===== src/rtl/branch_predictor.sv =====
// rtl/branch_predictor.sv - 2-bit saturating-counter branch predictor indexed by fetch PC.
// Optional saturating branch/mispredict statistics when BP_STATS_EN is defined.
module branch_predictor #(
    parameter int         DBITS         = 32,
    parameter int         INDEX_BITS    = 4,
    parameter logic [3:0] BRANCH_OPCODE = 4'b0010
) (
    input  logic             clk,
    input  logic             reset,
    input  logic [DBITS-1:0] fetch_pc,
    output logic             prediction,
    input  logic             ex_valid,
    input  logic [DBITS-1:0] ex_pc,
    input  logic [3:0]       ex_opcode,
    input  logic             ex_cond_flag,
    input  logic             ex_prediction,
    output logic [31:0]      stat_branches,
    output logic [31:0]      stat_mispredicts
);
    localparam int ENTRIES = 1 << INDEX_BITS;

    logic [1:0]            r_table [ENTRIES];
    logic [INDEX_BITS-1:0] w_lookup_idx;
    logic [INDEX_BITS-1:0] w_update_idx;
    logic                  w_update;
    logic                  w_unused;

    assign w_lookup_idx = fetch_pc[INDEX_BITS+1:2];
    assign w_update_idx = ex_pc[INDEX_BITS+1:2];
    assign w_update     = ex_valid && (ex_opcode == BRANCH_OPCODE);

    // No bypass: a same-cycle update to the looked-up entry is seen next cycle.
    assign prediction = r_table[w_lookup_idx][1];

    always_ff @(posedge clk or posedge reset) begin
        if (reset) begin
            for (int i = 0; i < ENTRIES; i++) begin
                r_table[i] <= 2'b01;
            end
        end else if (w_update) begin
            if (ex_cond_flag && (r_table[w_update_idx] != 2'b11)) begin
                r_table[w_update_idx] <= r_table[w_update_idx] + 2'b01;
            end else if (!ex_cond_flag && (r_table[w_update_idx] != 2'b00)) begin
                r_table[w_update_idx] <= r_table[w_update_idx] - 2'b01;
            end
        end
    end

`ifdef BP_STATS_EN
    logic [31:0] r_stat_branches;
    logic [31:0] r_stat_mispredicts;

    always_ff @(posedge clk or posedge reset) begin
        if (reset) begin
            r_stat_branches    <= 32'd0;
            r_stat_mispredicts <= 32'd0;
        end else if (w_update) begin
            if (r_stat_branches != 32'hFFFF_FFFF) begin
                r_stat_branches <= r_stat_branches + 32'd1;
            end
            if ((ex_prediction != ex_cond_flag) && (r_stat_mispredicts != 32'hFFFF_FFFF)) begin
                r_stat_mispredicts <= r_stat_mispredicts + 32'd1;
            end
        end
    end

    assign stat_branches    = r_stat_branches;
    assign stat_mispredicts = r_stat_mispredicts;
    assign w_unused = ^{fetch_pc[DBITS-1:INDEX_BITS+2], fetch_pc[1:0],
                        ex_pc[DBITS-1:INDEX_BITS+2], ex_pc[1:0]};
`else
    assign stat_branches    = 32'd0;
    assign stat_mispredicts = 32'd0;
    assign w_unused = ^{fetch_pc[DBITS-1:INDEX_BITS+2], fetch_pc[1:0],
                        ex_pc[DBITS-1:INDEX_BITS+2], ex_pc[1:0], ex_prediction};
`endif

endmodule

===== config.mk =====
export PLATFORM = sky130hd
export DESIGN_NAME = branch_predictor
export DESIGN_NICKNAME = d
export VERILOG_FILES = /design/src/rtl/branch_predictor.sv
export SDC_FILE = /design/constraint.sdc
export NUM_CORES = 1
export LEC_CHECK = 0
export BUFFER_PORTS_ARGS = -buffer_cell sky130_fd_sc_hd__buf_2
export CORE_MARGIN = 5
export CORE_UTILIZATION = 30
export CTS_CLUSTER_DIAMETER = 100
export DETAILED_ROUTE_END_ITERATION = 16
export HOLD_SLACK_MARGIN = 0.1
export MAX_ROUTING_LAYER = met4
export PLACE_DENSITY = 0.6
export REMOVE_ABC_BUFFERS = 1
export SLEW_MARGIN = 20
export SYNTH_ARGS = -nofsm -noshare
export SYNTH_HDL_FRONTEND = slang
export SYNTH_SLANG_ARGS = --single-unit
export TNS_END_PERCENT = 1

===== constraint.sdc =====
create_clock -name clk -period 4.16 [get_ports clk]
set_input_delay 0 -clock clk [delete_from_list [all_inputs] [get_ports clk]]
set_output_delay 0 -clock clk [all_outputs]
set_load 0.02 [all_outputs]

==> results.py, run 1 <==
metrics = {
    "cts": {
        "numCtsBuffers": 5,
        "clk_pin_slew_ns": 0.06,
        "clock-root-buffer": "clkbuf_8",
        "htreeDepth": 2,
        "clk_path_buf_depth": 2,
        "clk_latency_ns": 0.28,
        "cts_tree": "done",
        "cts_setup_buffers": 0,
        "cts_sinks": 32,
    },
    "die": {
        "core_area_um2": 9240,
        "ios": 138,
        "rows": 35,
        "die-area_um2": 11500,
        "start_util_pct": 30.7,
        "die_h_um": 107,
        "die_w_um": 107,
    },
    "worst_setup_path": {
        "start_kind": "flip-flop",
        "worstSetupPathType": "reg2reg",
        "crit_chain": "mux4_2 -> nand3_1 -> nand4_1 -> ha_1 -> mux2_4 -> nor4_1 -> mux2_2",
        "end_kind": "flip-flop",
        "crit_fanout": 16,
        "max_stage_delay_ns": 0.53,
        "cp_slowest_cell": "nor4_1",
        "worstPathRequired_ns": 4.33,
        "arrival_ns": 2.98,
    },
    "drt": {
        "drt_iter0_drc": 74,
        "wire_per_inst_um": 14.4,
        "viasPerCell": 4.43,
        "ant_nets": 0,
        "drc": 0,
        "first_pass_iters": 4,
        "dr_total_vias": 1639,
        "finalWirelength_um": 5310,
    },
    "synthesis": {
        "synth_top_flop_cell": "dfstp_2",
        "synth_async_sr_flop_share_pct": 100,
        "ys_types": 32,
        "synth_area_leaders": "buf_4, dfstp_2, dfrtp_1, mux4_2, nor4_4",
        "synth_edf_count": 0,
        "synth_top_area_share_pct": 18.6,
        "yosysWarnings": 0,
        "synth.avg_cell_area_um2": 12.2,
        "netlist_area_um2": 2830,
        "yosysTopAreaCell": "buf_4",
        "synth-seq-cells": 32,
        "syn_inst": 232,
        "ys_seq_area_share_pct": 29.0,
    },
    "global_route": {
        "antenna_found_initial": 0,
        "grt_pass1_wl_um": 8370,
        "grt-ovfl-total": 0,
        "grt_max_degree": 33,
        "grt_usage_pct": 9.61,
        "grt_pass1_vias": 1586,
    },
    "sta": {
        "finalCritPeriodShare_pct": 67.5,
        "tightest_slew_ns": 0.718,
        "period_minus_slack_ns": 2.81,
        "finalClockSkew_ns": 0.00614,
        "finalHoldViolCount": 0,
        "grt_setup_unrepaired": "no",
        "max_clock_freq_ghz": 0.356,
        "tns_ns": 0,
        "setup_violations": 0,
        "drv_slew": 0,
        "relSlewSlack_pct": 52.1,
    },
    "outcome": {
        "status": "complete, no violations",
    },
    "cells_and_area": {
        "final_common_cell": "conb_1",
        "areaGrowthSynthToFinish_pct": -0.663,
        "num_antenna_cells": 0,
        "fill_cells": 920,
        "drive_above_1_share_pct": 36.5,
        "layout_common_cells": "conb_1, mux2i_1, inv_1",
        "final_nets": 318,
    },
    "place": {
        "place.gp.congestion": 0.715,
        "io_buffer_count": 16,
        "dp_hpwl_um": 3770,
    },
    "worst_hold_path": {
        "hold_path_class": "in2out",
    },
    "power_and_ir_drop": {
        "power_density_nw_per_um2": 267,
        "p_leak_nw": 1.19,
        "p_total_w": 0.000752,
        "ir_worst_vdd_v": 0.000119,
    },
    "job": {
        "maxCapViolCount": 0,
    },
}
-- repair_timing --
action	in CTS	in global routing
gates resized for setup	0	0
hold endpoints to repair	16	0
setup endpoints to repair	0	0
hold buffers	1	0
-- cells in the mapped netlist (2+ instances only) --
| cell type | instances |
|---|---|
| nor4_2 | 2 |
| and4_1 | 2 |
| nand4b_1 | 4 |
| nor2_1 | 2 |
| nor4_1 | 2 |
| ha_1 | 2 |
| mux4_2 | 16 |
| or4b_4 | 3 |
| dfrtp_1 | 16 |
| mux2_1 | 3 |
| nand3_1 | 2 |
| buf_6 | 3 |
| inv_1 | 17 |
| mux2_2 | 13 |
| nand4_1 | 3 |
| nand4bb_1 | 7 |
| nor4_4 | 12 |
| mux2i_1 | 19 |
| dfstp_2 | 16 |
| nand2_1 | 2 |
| buf_4 | 70 |
| buf_2 | 3 |
| nand3b_1 | 4 |
-- worst max-delay path, delay by kind of cell, from the launching register on --
family	cells	cell delay [ns]
mux	3	1.28
simple gates	3	0.77
flops	1	0.40
fa+ha+maj	1	0.24
-- power breakdown --
group          switching, W  internal, W  total (W)
combinational      0.000128    0.0000560   0.000184
sequential        0.0000150     0.000340   0.000355
clock              0.000106     0.000108   0.000213
-- per-layer routing --
layer	vias to the layer above	global-route usage (%)	share of wire, %
met1	828	12.2	44
met2	73	15.2	47
li1	733	-	-
met3	5	2.17	7.7
met4	0	3.29	1.1
met5	-	-	0
-- cell type report --
class / count / area (µm²) / share of cell area (%)
clock buffers: 5 / 68.8 / 2.45
inverters: 17 / 63.8 / 2.27
multi-input cells: 167 / 1590 / 56.4
flip-flops and latches: 32 / 821 / 29.2
well taps: 129 / 161 / 5.74
repair buffers: 20 / 113 / 4.00
-- cell families after synthesis --
family / share of synthesized area, %
buf+inv: 23.4
mux: 26.3
simple gates: 20.0
flops: 29.0
fa+ha+maj: 0.883
xor+xnor: 0.309
other cells: 0.132
-- final timing paths --
| check | from | to | slack [ns] | cells past startpoint |
|---|---|---|---|---|
| worst max-delay path | r_table[3]$_DFFE_PP0P_ | r_table[7]$_DFFE_PP0P_ | 1.35 | 7 |
| worst min-delay path | fetch_pc[4] | prediction | 0.29 | 3 |
| worst max register to register | r_table[3]$_DFFE_PP0P_ | r_table[7]$_DFFE_PP0P_ | 1.35 | 7 |
| worst min register to register | flip-flop | flip-flop | 0.47 | 2 |
| max in group asynchronous | reset | async pin | 3.47 | 4 |
| min in group asynchronous | reset | r_table[11]$_DFFE_PP0P_ | 0.35 | 4 |
-- through the flow --
step	hold WS, ns	std cells	util [%]	instance area, µm²	setup slack (ns)
finish	0.294	370	30.5	2810	1.35
global route	0.314	370	30.5	2810	1.20
global placement	0.115	364	29.6	2740	1.16
floorplan	0.104	216	-	2470	1.63
detailed placement	0.109	364	29.6	2740	1.10
CTS	0.299	370	30.5	2810	1.35
No activity file was read; power rests on OpenSTA's default activity.
==> run 2, diff against run 1 <==
--- a/config.mk
+++ b/config.mk
@@ -5,6 +5,7 @@
 export SDC_FILE = /design/constraint.sdc
 export NUM_CORES = 1
 export LEC_CHECK = 0
+export ABC_AREA = 1
 export BUFFER_PORTS_ARGS = -buffer_cell sky130_fd_sc_hd__buf_2
 export CORE_MARGIN = 5
 export CORE_UTILIZATION = 30
@@ -12,7 +13,7 @@
 export DETAILED_ROUTE_END_ITERATION = 16
 export HOLD_SLACK_MARGIN = 0.1
 export MAX_ROUTING_LAYER = met4
-export PLACE_DENSITY = 0.6
+export PLACE_DENSITY = 0.64
 export REMOVE_ABC_BUFFERS = 1
 export SLEW_MARGIN = 20
 export SYNTH_ARGS = -nofsm -noshare
==> constraint.sdc (replaced) <==
create_clock -name clk -period 2.29 [get_ports clk]
set_input_delay 0 -clock clk [delete_from_list [all_inputs] [get_ports clk]]
set_output_delay 0 -clock clk [all_outputs]
set_load 0.02 [all_outputs]
==> run 2 against run 1 <==
Net effect:
- die area down 13%
- synthesized cell count up 54%
- power up 81%
- worst setup slack worse by 1.2 ns
- cell area down 3.2%
- utilization up 4.4 points
- synthesized area down 14%
- sequential power up 74%
- clock power up 120%
- register-to-register slack worse by 1.2 ns
- combinational power up 53%
==> results.py, run 2 <==
metrics = {
    "outcome": {
        "status": "complete, no violations",
    },
    "global_route": {
        "grt-ovfl-total": 0,
        "grt_pass1_wl_um": 8780,
        "grt_usage_pct": 11.4,
        "grt_pass1_vias": 1911,
        "grt_max_degree": 33,
        "antenna_found_initial": 0,
    },
    "cts": {
        "numCtsBuffers": 5,
        "cts_sinks": 32,
        "clk_path_buf_depth": 2,
        "clk_latency_ns": 0.29,
        "clock-root-buffer": "clkbuf_8",
        "clk_pin_slew_ns": 0.07,
        "cts_tree": "done",
        "htreeDepth": 2,
    },
    "drt": {
        "viasPerCell": 4.14,
        "ant_nets": 0,
        "first_pass_iters": 4,
        "drt_iter0_drc": 112,
        "finalWirelength_um": 5680,
        "dr_total_vias": 2082,
        "wire_per_inst_um": 11.3,
        "drc": 0,
    },
    "synthesis": {
        "ys_types": 21,
        "synth_edf_count": 0,
        "yosysWarnings": 0,
        "yosysTopAreaCell": "nand2_1",
        "yosysMostFrequentCell": "nand2_1",
        "synth_async_sr_flop_share_pct": 100,
        "netlist_area_um2": 2430,
        "syn_inst": 358,
        "ys_seq_area_share_pct": 33.8,
        "synth-seq-cells": 32,
        "synth.avg_cell_area_um2": 6.79,
        "synth_common_cells": "nand2_1, buf_4, inv_1",
        "synth_top_flop_cell": "dfstp_2",
        "synth_top_area_share_pct": 21.5,
        "synth_area_leaders": "nand2_1, buf_4, dfstp_2, dfrtp_1, o21ai_0",
    },
    "sta": {
        "max_clock_freq_ghz": 0.474,
        "finalWorstSetupSlack_ns": 0.179,
        "tns_ns": 0,
        "setup_violations": 0,
        "drv_slew": 0,
        "period_minus_slack_ns": 2.11,
        "grt_setup_unrepaired": "yes",
        "finalHoldViolCount": 0,
        "finalCritPeriodShare_pct": 92.2,
        "finalClockSkew_ns": 0.00330,
    },
    "die": {
        "start_util_pct": 31.1,
        "die_h_um": 100,
        "core_area_um2": 7810,
        "die-area_um2": 10000,
        "ios": 138,
        "die_w_um": 100,
        "rows": 32,
    },
    "worst_setup_path": {
        "crit_chain": "nand2_1 -> nand2_1 -> nand2_1 -> nand2_1 -> nand2_1 -> nand2_1 -> nor2_4 -> ha_1 -> o21ai_1 -> nand2_2 -> buf_6 -> inv_2 -> nand2_4 -> nor2_4 -> nand2_1 -> o21ai_1",
        "worstReg2RegEnd": "r_table[9]$_DFFE_PP0P_",
        "end_kind": "flip-flop",
        "path_common_cell": "nand2_1",
        "crit_family": "simple AND/OR/NAND/NOR gates",
        "arrival_ns": 2.32,
        "worstSetupPathType": "reg2reg",
        "reg2reg_depth": 16,
        "worstPathRequired_ns": 2.50,
        "crit_fanout": 6,
        "rrSetupSlack_ns": 0.18,
        "critPathBufInv": 2,
        "worst-path-stages": 16,
        "critPathCapture": "r_table[9]$_DFFE_PP0P_",
        "max_stage_delay_ns": 0.54,
        "start_kind": "flip-flop",
        "cp_slowest_cell": "dfstp_2",
    },
    "job": {
        "maxCapViolCount": 0,
    },
    "cells_and_area": {
        "final_nets": 475,
        "drive_above_1_share_pct": 21.7,
        "areaGrowthSynthToFinish_pct": 12.1,
        "num_antenna_cells": 0,
        "layout_common_cells": "nand2_1, conb_1, inv_1, buf_4, o21ai_0",
        "final_common_cell": "nand2_1",
    },
    "power_and_ir_drop": {
        "p_leak_nw": 1.52,
        "power_density_nw_per_um2": 499,
        "ir_worst_vdd_v": 0.000326,
    },
    "place": {
        "preCtsSetupSlack_ns": 0.0698,
        "dp_hpwl_um": 4440,
        "place.gp.congestion": 0.955,
        "io_buffer_count": 16,
    },
    "worst_hold_path": {
        "hold_path_class": "in2reg",
    },
}
run 2: how the worst min path moves through the flow:
stage,startpoint,to,depth (start not counted)
floorplan,reset,r_table[11]$_DFFE_PP0P_,1
global placement,reset,r_table[5]$_DFFE_PP0P_,3
detailed placement,reset,r_table[21]$_DFFE_PP0P_,3
CTS,ex_pc[5],flip-flop,6
global route,ex_pc[4],flip-flop,6
finish,ex_pc[5],flip-flop,6
run 2: through the flow:
| stage | hold WS (ns) | utilization (%) | instances | total power [W] | instance area, µm² |
|---|---|---|---|---|---|
| 2_1_floorplan | 0.104 | - | 350 | 0.000809 | 2140 |
| 3_3_place_gp | 0.103 | 32.2 | 491 | 0.000888 | 2520 |
| 3_5_place_dp | 0.111 | 32.2 | 491 | 0.000892 | 2520 |
| 4_1_cts | 0.133 | 33.5 | 500 | 0.00136 | 2620 |
| 5_1_grt | 0.206 | 34.9 | 503 | 0.00143 | 2720 |
| 6_report | 0.185 | 34.9 | 503 | 0.00136 | 2720 |
run 2: worst min-delay path, stage by stage:
cell and delay, ns:
buf_2 0.11, nor2_1 0.08, inv_1 0.12, nor3_1 0.07
nand2_1 0.05, nand2_1 0.05
run 2: per-layer routing:
layer | vias to the layer above | global-route usage (%) | share of wire (%)
met3 | 14 | 2.43 | 8.9
met5 | - | - | 0
met4 | 0 | 4.87 | 2.1
li1 | 1054 | - | -
met2 | 88 | 18.2 | 45
met1 | 926 | 13.9 | 44
run 2: where the power goes:
part	internal (W)	switching, W	total [W]
registers	0.000601	0.0000155	0.000616
clock network	0.000240	0.000222	0.000462
logic	0.0000687	0.000213	0.000282
total	0.000909	0.000450	0.00136
run 2: final cells by class:
cell class	count	area, µm²
Clock buffer	6	82.6
Tap cell	102	128
Multi-Input combinational cell	278	1240
Inverter	40	150
Fill cell	829	5080
Timing Repair Buffer	43	289
Sequential cell	32	821
Clock inverter	2	10.0
run 2: logic make-up (layout without fill, tap and decap cells):
family	Yosys count	in the layout	synth area share [%]
flops	32	32	33.8
simple gates	171	171	27.9
fa+ha+maj	2	2	1.03
xor+xnor	1	1	0.361
other cells	1	64	0.154
compound gates	40	40	8.75
buf+inv	111	91	28.0
run 2: what timing repair did:
| action | 4_1_cts | 5_1_grt |
|---|---|---|
| endpoints found under the hold margin | 16 | 0 |
| hold buffers | 1 | 0 |
| endpoints found under the setup margin | 0 | 32 |
| resized for setup | 0 | 33 |
| setup buffers | 0 | 3 |
==> run 3, diff against run 2 <==
--- a/config.mk
+++ b/config.mk
@@ -5,7 +5,6 @@
 export SDC_FILE = /design/constraint.sdc
 export NUM_CORES = 1
 export LEC_CHECK = 0
-export ABC_AREA = 1
 export BUFFER_PORTS_ARGS = -buffer_cell sky130_fd_sc_hd__buf_2
 export CORE_MARGIN = 5
 export CORE_UTILIZATION = 30
@@ -13,7 +12,7 @@
 export DETAILED_ROUTE_END_ITERATION = 16
 export HOLD_SLACK_MARGIN = 0.1
 export MAX_ROUTING_LAYER = met4
-export PLACE_DENSITY = 0.64
+export PLACE_DENSITY = 0.62
 export REMOVE_ABC_BUFFERS = 1
 export SLEW_MARGIN = 20
 export SYNTH_ARGS = -nofsm -noshare
==> run 3 against run 2 <==
Net effect:
- sequential share of layout area fell by 5.5 points
- the run now ends with negative setup slack left
- clock-buffer cell count rose by 1
- largest power group unchanged
- clock skew rose by 0.0048 ns
- non-clock buffer count rose by 34
- cell area rose by 22%
==> results.py, run 3 (synthesized netlist as in run 1, its figures left out) <==
metrics = {
    "global_route": {
        "grt_pass1_vias": 1870,
        "grt-ovfl-total": 0,
        "grt_pass1_wl_um": 9610,
        "antenna_found_initial": 0,
        "grt_usage_pct": 10.9,
        "grt_max_degree": 23,
    },
    "die": {
        "rows": 35,
        "start_util_pct": 30.7,
        "core_area_um2": 9240,
        "ios": 138,
        "die-area_um2": 11500,
        "die_h_um": 107,
        "die_w_um": 107,
    },
    "cells_and_area": {
        "layout_common_cells": "conb_1, buf_4, mux2i_1, inv_1",
        "drive_above_1_share_pct": 49.3,
        "areaGrowthSynthToFinish_pct": 17.4,
        "final_cell_count_no_fill": 429,
        "final_util_pct": 36.0,
        "final_common_cell": "conb_1",
        "num_antenna_cells": 0,
        "final_nets": 375,
    },
    "worst_setup_path": {
        "crit_family": "multiplexers",
        "arrival_ns": 2.69,
        "worstPathRequired_ns": 2.49,
        "max_stage_delay_ns": 0.46,
        "worst-path-stages": 9,
        "end_kind": "flip-flop",
        "crit_chain": "mux4_2 -> nand3b_1 -> nand4_1 -> ha_2 -> mux2_4 -> buf_6 -> nor4_4 -> buf_4 -> mux2i_1",
        "startpoint": "r_table[11]$_DFFE_PP0P_",
        "r2r_start": "r_table[11]$_DFFE_PP0P_",
        "worstSetupPathType": "reg2reg",
        "critPathBufInv": 2,
        "crit_fanout": 8,
        "start_kind": "flip-flop",
        "reg2reg_depth": 9,
        "cp_slowest_cell": "mux4_2",
    },
    "power_and_ir_drop": {
        "p_total_w": 0.00147,
        "ir_worst_vdd_v": 0.000199,
        "power_density_nw_per_um2": 441,
        "p_leak_nw": 1.50,
    },
    "cts": {
        "clk_pin_slew_ns": 0.07,
        "clk_latency_ns": 0.28,
        "numCtsBuffers": 5,
        "cts_tree": "done",
        "clk_path_buf_depth": 2,
        "htreeDepth": 2,
        "clock-root-buffer": "clkbuf_8",
        "cts_sinks": 32,
    },
    "sta": {
        "grt_setup_unrepaired": "yes",
        "finalClockSkew_ns": 0.00808,
        "setup_violations": 31,
        "max_clock_freq_ghz": 0.401,
        "finalWorstSetupSlack_ns": -0.201,
        "tightest_slew_ns": 0.786,
        "finalHoldViolCount": 0,
        "drv_slew": 0,
        "period_minus_slack_ns": 2.49,
        "whs_ns": 0.296,
        "relSlewSlack_pct": 47.5,
        "finalCritPeriodShare_pct": 109,
    },
    "drt": {
        "wl_met2_um": 2910,
        "finalWirelength_um": 5980,
        "first_pass_iters": 4,
        "dr_total_vias": 1821,
        "drc": 0,
        "dr.max_layer_used": "met3",
        "wire_per_inst_um": 13.9,
        "met1_length_um": 2600,
        "viasPerCell": 4.24,
        "ant_nets": 0,
        "drt_iter0_drc": 142,
        "wl_met3_um": 480,
    },
    "worst_hold_path": {
        "hold-path-cell-count": 3,
        "hold_path_class": "in2out",
        "worstHoldStart": "fetch_pc[4]",
    },
    "outcome": {
        "status": "finished, violations left",
        "violations": "negative setup slack",
    },
    "job": {
        "maxCapViolCount": 0,
    },
    "place": {
        "place.gp.congestion": 0.809,
        "dp_hpwl_um": 4670,
        "post-place-cells": 420,
        "io_buffer_count": 16,
    },
}
## run 3: report_power, final
group	switching (W)	internal, W
combinational	0.000252	0.000165
sequential	0.0000225	0.000617
clock	0.000203	0.000209
total	0.000477	0.000991
## run 3: per-stage QoR
stage	setup TNS, ns	setup WS [ns]	cell area [µm²]
6_report	-3.92	-0.201	3330
4_1_cts	-4.06	-0.184	3320
5_1_grt	-7.15	-0.302	3330
2_1_floorplan	-1.93	-0.241	2470
3_5_place_dp	-7.86	-0.365	3180
3_3_place_gp	-5.81	-0.307	3180
## run 3: metal layers
layer / vias up / GRT usage (%)
li1: 846 / -
met1: 891 / 13.8
met5: - / -
met4: 0 / 1.92
met3: 0 / 2.59
met2: 84 / 18.0
## run 3: worst paths after layout
path                            slack, ns                       to
min in group asynchronous            0.42  r_table[19]$_DFFE_PP0P_
max in group asynchronous            1.11                async pin
worst min-delay path                 0.30               prediction
worst max-delay path                -0.20                flip-flop
worst max register to register      -0.20                flip-flop
worst min register to register       0.48                flip-flop
## run 3: area by class of cell
type	count	area, µm²
inverter	17	63.8
fill	873	5910
multi-input combinational	167	1630
timing repair buffer	77	573
clock buffer	7	76.3
tap	129	161
sequential	32	821
## run 3: worst min-delay path: stages
cell,delay (ns)
buf_2,0.09
mux2i_1,0.06
buf_2,0.15
## run 3: timing repair
item,in CTS,in global routing
hold endpoints to repair,16,0
hold buffers,1,0
buffers inserted,1,0
pin swaps,14,1
setup endpoints to repair,32,32
gates resized for setup,10,2
cloned,0,0
